`src/rtl/traffic_pkg.sv`:
```
// rtl/traffic_pkg.sv - controller state encodings and default timing constants shared by the traffic blocks
package traffic_pkg;

    typedef enum logic [1:0] {
        ST_MG = 2'd0,
        ST_MY = 2'd1,
        ST_CG = 2'd2,
        ST_CY = 2'd3
    } tl_state_t;

    localparam int DEB_CYC_DEF = 1_000_000;
    localparam int SEC_CYC_DEF = 50_000_000;

endpackage

```
`src/rtl/vehicle_detect_if.sv`:
```
// rtl/vehicle_detect_if.sv - sensor/state inputs and request/count outputs of the vehicle detector
interface vehicle_detect_if #(
    parameter int CNT_W = 8
);
    logic             sensor;
    logic [1:0]       state;
    logic             S;
    logic [CNT_W-1:0] car_cnt;
    logic             sensor_db;
    logic             evt;

    modport master (
        output sensor, state,
        input  S, car_cnt, sensor_db, evt
    );

    modport slave (
        input  sensor, state,
        output S, car_cnt, sensor_db, evt
    );
endinterface

```
`src/rtl/sensor_debounce.sv`:
```
// rtl/sensor_debounce.sv - 2-flop synchroniser, stability debounce and accepted-rise pulse
module sensor_debounce
    import traffic_pkg::*;
#(
    parameter int DEB_CYC = DEB_CYC_DEF
) (
    input  logic clk,
    input  logic rst,
    input  logic raw,
    output logic level,
    output logic rise
);
    localparam int DW = $clog2(DEB_CYC + 1);

    logic          sync1;
    logic          sync2;
    logic          level_d;
    logic [DW-1:0] cnt;

    always_ff @(posedge clk or negedge rst) begin
        if (!rst) begin
            sync1   <= 1'b0;
            sync2   <= 1'b0;
            cnt     <= '0;
            level   <= 1'b0;
            level_d <= 1'b0;
            rise    <= 1'b0;
        end else begin
            sync1   <= raw;
            sync2   <= sync1;
            // Any sample agreeing with the accepted level restarts the stability window
            if (sync2 == level) begin
                cnt <= '0;
            end else if (cnt == DW'(DEB_CYC - 1)) begin
                level <= sync2;
                cnt   <= '0;
            end else begin
                cnt <= cnt + DW'(1);
            end
            level_d <= level;
            rise    <= level & ~level_d;
        end
    end
endmodule

```
`src/rtl/vehicle_detect.sv`:
```
// rtl/vehicle_detect.sv - country-road vehicle counter and service request S
// Optional wait timeout forcing S after MAX_WAIT seconds: VD_WAIT_TIMEOUT_EN
module vehicle_detect
    import traffic_pkg::*;
#(
    parameter int DEB_CYC  = DEB_CYC_DEF,
    parameter int THRESH   = 1,
    parameter int CNT_W    = 8
`ifdef VD_WAIT_TIMEOUT_EN
    ,
    parameter int SEC_CYC  = SEC_CYC_DEF,
    parameter int MAX_WAIT = 30
`endif
) (
    input  logic             clk,
    input  logic             rst,
    vehicle_detect_if.slave  bus
);
    localparam logic [CNT_W:0] THRESH_V = (CNT_W + 1)'(THRESH);

    tl_state_t        st;
    logic             in_cg;
    logic             evt;
    logic             sensor_db;
    logic [CNT_W-1:0] cnt_q;
    logic             s_q;
    logic             s_next;

    assign st    = tl_state_t'(bus.state);
    assign in_cg = (st == ST_CG);

    sensor_debounce #(.DEB_CYC(DEB_CYC)) u_deb (
        .clk   (clk),
        .rst   (rst),
        .raw   (bus.sensor),
        .level (sensor_db),
        .rise  (evt)
    );

    // During country-green a detected pulse is a departing vehicle
    always_ff @(posedge clk or negedge rst) begin
        if (!rst) begin
            cnt_q <= '0;
        end else if (evt) begin
            if (in_cg) begin
                if (cnt_q != '0) cnt_q <= cnt_q - CNT_W'(1);
            end else begin
                if (cnt_q != {CNT_W{1'b1}}) cnt_q <= cnt_q + CNT_W'(1);
            end
        end
    end

`ifdef VD_WAIT_TIMEOUT_EN
    localparam int PW = $clog2(SEC_CYC + 1);
    localparam int WW = $clog2(MAX_WAIT + 1);

    logic [PW-1:0] presc;
    logic [WW-1:0] wait_sec;
    logic          timeout;

    assign timeout = (wait_sec == WW'(MAX_WAIT));

    always_ff @(posedge clk or negedge rst) begin
        if (!rst) begin
            presc    <= '0;
            wait_sec <= '0;
        end else if (in_cg || cnt_q == '0) begin
            presc    <= '0;
            wait_sec <= '0;
        end else if (!timeout) begin
            if (presc == PW'(SEC_CYC - 1)) begin
                presc    <= '0;
                wait_sec <= wait_sec + WW'(1);
            end else begin
                presc <= presc + PW'(1);
            end
        end
    end
`endif

    always_comb begin
        s_next = 1'b0;
        if (in_cg) begin
            s_next = (cnt_q != '0);
        end else begin
            s_next = ({1'b0, cnt_q} >= THRESH_V);
`ifdef VD_WAIT_TIMEOUT_EN
            s_next = s_next | timeout;
`endif
        end
    end

    always_ff @(posedge clk or negedge rst) begin
        if (!rst) s_q <= 1'b0;
        else      s_q <= s_next;
    end

    assign bus.S         = s_q;
    assign bus.car_cnt   = cnt_q;
    assign bus.sensor_db = sensor_db;
    assign bus.evt       = evt;
endmodule

```
`src/flat_wrapper.sv`:
```
// flat-port wrapper written by rule: the top's interface ports become plain ports
module vehicle_detect_flat import traffic_pkg::*;
#(
    parameter int DEB_CYC  = DEB_CYC_DEF,
    parameter int THRESH   = 1,
    parameter int CNT_W    = 8

)
  (clk, rst, bus_sensor, bus_state, bus_S, bus_car_cnt, bus_sensor_db, bus_evt);
  vehicle_detect_if #(.CNT_W(CNT_W)) bus_i ();
  input  logic clk;
  input  logic rst;
  input wire logic [$bits(bus_i.sensor)-1:0] bus_sensor;
  input wire logic [$bits(bus_i.state)-1:0] bus_state;
  output wire logic [$bits(bus_i.S)-1:0] bus_S;
  output wire logic [$bits(bus_i.car_cnt)-1:0] bus_car_cnt;
  output wire logic [$bits(bus_i.sensor_db)-1:0] bus_sensor_db;
  output wire logic [$bits(bus_i.evt)-1:0] bus_evt;
  assign bus_i.sensor = bus_sensor;
  assign bus_i.state = bus_state;
  assign bus_S = bus_i.S;
  assign bus_car_cnt = bus_i.car_cnt;
  assign bus_sensor_db = bus_i.sensor_db;
  assign bus_evt = bus_i.evt;
  vehicle_detect #(.DEB_CYC(DEB_CYC), .THRESH(THRESH), .CNT_W(CNT_W)) u_core (.clk(clk), .rst(rst), .bus(bus_i));
endmodule
```
`config.mk`:
```
export PLATFORM = sky130hd
export DESIGN_NAME = vehicle_detect_flat
export DESIGN_NICKNAME = d
export VERILOG_FILES = /design/src/rtl/traffic_pkg.sv /design/src/rtl/vehicle_detect_if.sv /design/src/rtl/sensor_debounce.sv /design/src/rtl/vehicle_detect.sv /design/src/flat_wrapper.sv
export SDC_FILE = /design/constraint.sdc
export NUM_CORES = 1
export LEC_CHECK = 0
export ABC_AREA = 1
export BUFFER_PORTS_ARGS = -buffer_cell sky130_fd_sc_hd__buf_4
export CAP_MARGIN = 10
export CORE_MARGIN = 2
export CORE_UTILIZATION = 40
export CTS_BUF_LIST = sky130_fd_sc_hd__clkbuf_2
export DETAILED_ROUTE_END_ITERATION = 10
export PLACE_DENSITY = 0.61
export REMOVE_ABC_BUFFERS = 1
export SLEW_MARGIN = 40
export SYNTH_ARGS = -nofsm -noshare
export SYNTH_HDL_FRONTEND = slang
export SYNTH_SLANG_ARGS = --single-unit
```
`constraint.sdc`:
```
create_clock -name clk -period 2.55 [get_ports clk]
set_clock_uncertainty 0.05 [all_clocks]
set_input_delay 0.51 -clock clk [delete_from_list [all_inputs] [get_ports clk]]
set_output_delay 0.51 -clock clk [all_outputs]
set_load 0.05 [all_outputs]
```
Word level (Yosys, flattened, before mapping). Index checks and enable logic that the tools add are counted. Widths: inputs -> output; s select.

Logic and storage cells: 30. Register bits: 34. Input bits: 5.

Reductions and logical operators: 4. Multiplexer cells: 6. Bitwise logic cells: 3. Equality and inequality tests: 5. Order comparisons: 1. $add $sub $neg: 3.

Operators by type and width (count): $mux 20 (2); $mux 8 (3); $add 20x1->20 const B (1); $eq 20x20->1 const B (1); $add 8x1->8 const B (1); $ge 8x1->1 const B (1); $ne 8x8->1 const B (1); $reduce_bool 8->1 (1); $sub 8x1->8 const B (1); $reduce_and 3->1 (1); $eq 2x2->1 const B (1); $ne 2x2->1 const B (1); $not 1->1 (2); $reduce_and 2->1 (1); $reduce_bool 2->1 (1); $and 1x1->1 (1); $eq 1x1->1 (1); $mux 1 (1).

Longest topological paths before layout.
Depth in word-level cells: 3. Gate-level depth with buffers: 10.

By module. Synthesis repeated with hierarchy kept, for this count alone.

Cell total of the unflattened synthesis: 289. Area, all modules: 2144.6 um2.

Modules (own cells, without submodules): sensor_debounce (times used 1, area each 1318.8 um2, sequential area each 625.6 um2, cells each 164); vehicle_detect (times used 1, area each 825.8 um2, sequential area each 225.2 um2, cells each 125).

Least setup slack after synthesis. OpenSTA, ideal clock, no wires.

Path type: reg-to-reg. Start point: register u_core.cnt_q[0] (netlist: u_core.bus.car_cnt[0]). End point: register u_core.cnt_q[4] (netlist: u_core.bus.car_cnt[4]). Path slack: 788 ps. Arrival time: 1596 ps. Cell stages (with the launch flop): 9. Required time: 2384 ps. Library setup time: 116 ps. Clock period less this slack: 1762 ps. Path through: dfrtp_1 -> inv_1 -> ha_1 -> nand2_1 -> nor2_1 -> o21ai_0 -> nand2_1 -> nand2_1 -> nand2_1.

Longest elaborated chain between the ends: 3. Elaborated cells between the ends (all ways): 10. Classes of those cells: add/sub: 2; eq/ne: 2; mux: 3; reduce/logical: 3.

RTL lines: start: declaration (line vehicle_detect.sv:25) `logic [CNT_W-1:0] cnt_q;`; start signal: assignment (line vehicle_detect.sv:46) `if (cnt_q != '0) cnt_q <= cnt_q - CNT_W'(1);`; start signal: assignment (line vehicle_detect.sv:48) `if (cnt_q != {CNT_W{1'b1}}) cnt_q <= cnt_q + CNT_W'(1);`; $add 8x1->8, or another cell as far along (line vehicle_detect.sv:48); $mux 8, or another cell as far along (line vehicle_detect.sv:48); $mux 8 / $reduce_and 3->1 (equally long branches).

Parallel ways exist; a longest one is shown, timed or not. The select of a mux whose other input is x is not followed. A chain may end at the register's enable or synchronous reset.

Worst setup path after layout.
Start point: register u_core.cnt_q[3] (netlist: u_core.bus.car_cnt[3]). End point: output bus_car_cnt[3].

RTL lines: end: declaration (line flat_wrapper.sv:16) `output wire logic [$bits(bus_i.car_cnt)-1:0] bus_car_cnt;`.

No word-level cell between the ends.

==> results_dict.tcl <==
set metrics [dict create \
    min_period_ns 1.84 \
    tns_ns 0 \
    min_from "bus_sensor" \
    instances_no_fill 381 \
    ys_warn_count 0 \
    wl_um 4360 \
    synth_cells 291 \
    syn_to_final_growth_pct 12.1 \
    rsz0062_at_grt "false" \
    path_cells "buf_4" \
    drive_above_1_share_pct 14.8 \
    antenna_left 0 \
    rows 26 \
    synth_compound_area_share_pct 3.93 \
    critPathSlowestCell "dfrtp_1" \
    top_usage_layer "met2" \
    slew_headroom_pct 72.0 \
    startpoint "u_core.bus.car_cnt[3]$_DFFE_PN0P_" \
    grt_first_pass_wirelength_um 7670 \
    finalHoldViolCount 0 \
    cp-end-kind "output pin" \
    p_leak_nw 1.17 \
    drt_iter0_markers 49 \
    synth.avg_cell_area_sq_um 7.43 \
    post-route-cell-area_sq_um 2420 \
    post-cts-setup-buffers 0 \
    first_global_vias 1731 \
    synth_xor_area_share_pct 7.29 \
    peakVddDrop_v 0.000503 \
    grt.overflow.total 0 \
    fmax_mhz 543 \
    port_buffers 15 \
    min_period_over_period_pct 72.2 \
    power_density_nw_per_um2 430 \
    final-setup-viol-count 0 \
    crit_buf_inv 1 \
    clk_pin_slew_ns 0.19 \
    viasPerCell 4.73 \
    drc 0 \
    crit_family "flip-flops" \
    wl_per_cell_um 11.4 \
    die-area_sq_um 6010 \
    synth_mux_area_share_pct 0 \
    die_w_um 77.5 \
    placed_area_sq_um 2330 \
    initial_core_util_pct 41.8 \
    numPlacedInstances 372 \
    firstDrtPassIters 4 \
    root_buffer "clkbuf_2" \
    hold_ws_ns 0.158 \
    cts_tree "yes" \
    grt_use_met2_pct 26.2 \
    required_ns 1.99 \
    final_common_cell "nand2_1" \
    r2r_start "u_core.bus.car_cnt[0]$_DFFE_PN0P_" \
    critical_path_class "flop to output pin" \
    critPathMaxStageDelay_ns 0.63 \
    htreeDepth 2 \
    worstSetupStartpointType "flop" \
    numCtsBuffers 5 \
    critPathArrivalTime_ns 1.28 \
    antenna_found_initial 0 \
    mostFrequentLayoutCells "nand2_1, nor2_1, dfrtp_1" \
    cp_max_fo 10 \
    grt_use_total_pct 15.8 \
    clk_path_buf_depth 2 \
    num_io_pins 16 \
    synth_top_family_by_area "simple AND/OR/NAND/NOR gates" \
    worstHoldPathType "primary input to flop" \
    ys_seq_area_share_pct 39.3 \
    place_hpwl_um 3250 \
    clkLatencyLatePin_ns 0.39 \
    yosysUniqueCellTypes 27 \
    status "finished, final reports clean" \
    vias 1801 \
    syn_area_sq_um 2160 \
    met3_usage_pct 2.09 \
    die_h_um 77.5 \
    core_sq_um 5170 \
    tightest_slew_ns 0.421 \
    diodes 0 \
    maxCapViolations 0 \
    fin_nets 320 \
    fin_total_pwr_w 0.00104 \
    synth-simple-area-share_pct 39.6 \
    final_max_slew_viol_count 0 \
    grt_max_degree 35 \
    clock_sinks 34 \
    synth_seq_cells 34 \
    gr-usage-met1_pct 20.8 \
    gp_congestion 0.808 \
    synthAdderAreaFrac_pct 2.89 \
]
## per-stage QoR
step	utilization, %	setup WS [ns]
finish	46.9	0.709
global route	46.9	0.631
CTS	46.9	0.689
detailed placement	45.0	0.905
global placement	45.0	0.943
floorplan	-	0.759
## sequential cells by signal, summed over array words and instances (netlist names)
name,cells
u_core.u_deb.sync1,1
u_core.bus.S,1
u_core.bus.car_cnt,8
u_core.u_deb.level,1
u_core.u_deb.sync2,1
u_core.u_deb.cnt,20
u_core.u_deb.level_d,1
u_core.u_deb.rise,1
## Yosys cell counts (all sizes together)
master	count	area, sq um
o21bai	1	7.51
o21ai	7	38.8
nand4	8	50.1
nand2	96	383
inv	30	113
and2	1	6.26
xor2	12	105
nor3	9	50.1
a21oi	4	20.0
xnor2	6	52.6
a21boi	2	18.8
buf	4	37.5
ha	5	62.6
dfrtp	34	851
nor2	54	258
nand3	18	110
## per-layer routing
metal  share of wire [%]  vias up
met5                   0        -
met2                  47       20
met4                 1.0        0
met3                 2.1        5
li1                    -      950
met1                  49      826
## power by group
part           internal [W]  switching (W)
Combinational     0.0000149      0.0000325
Sequential         0.000545     0.00000386
Clock              0.000261       0.000186
## path summary, 6_finish.rpt
check / cells past startpoint / slack, ns / to
min in group asynchronous: 2 / 0.52 / u_core.u_deb.level$_DFFE_PN0P_
hold / removal: 1 / 0.16 / u_core.u_deb.sync1$_DFF_PN0_
setup reg to reg: 8 / 0.93 / u_core.bus.car_cnt[4]$_DFFE_PN0P_
max in group asynchronous: 2 / 1.61 / u_core.u_deb.cnt[13]$_DFF_PN0_
hold reg to reg: 0 / 0.33 / u_core.u_deb.sync2$_DFF_PN0_
setup / recovery: 1 / 0.71 / bus_car_cnt[3]
## cell families (layout without fill, tap and decap cells)
group / count (synthesis) / after routing
AOI/OAI and AO/OA: 14 / 14
xor gates and xnor gates: 18 / 18
adders and majority gates: 5 / 5
buffers and inverters: 34 / 54
DFF: 34 / 34
and+or+nand+nor: 186 / 186
## what timing repair did
action,CTS,global route
gates resized for setup,0,0
endpoints found under the setup margin,0,0
endpoints found under the hold margin,34,0
hold buffers,1,0
## layout make-up
class	count	area, sq um
well taps	70	87.6
flip-flops and latches	34	851
inverters	30	113
clock inverters	3	63.8
repair buffers	16	123
clock buffers	5	25.0
fillers	523	2750
multi-input cells	223	1160
Note: power is estimated with default switching activity, not from simulation.
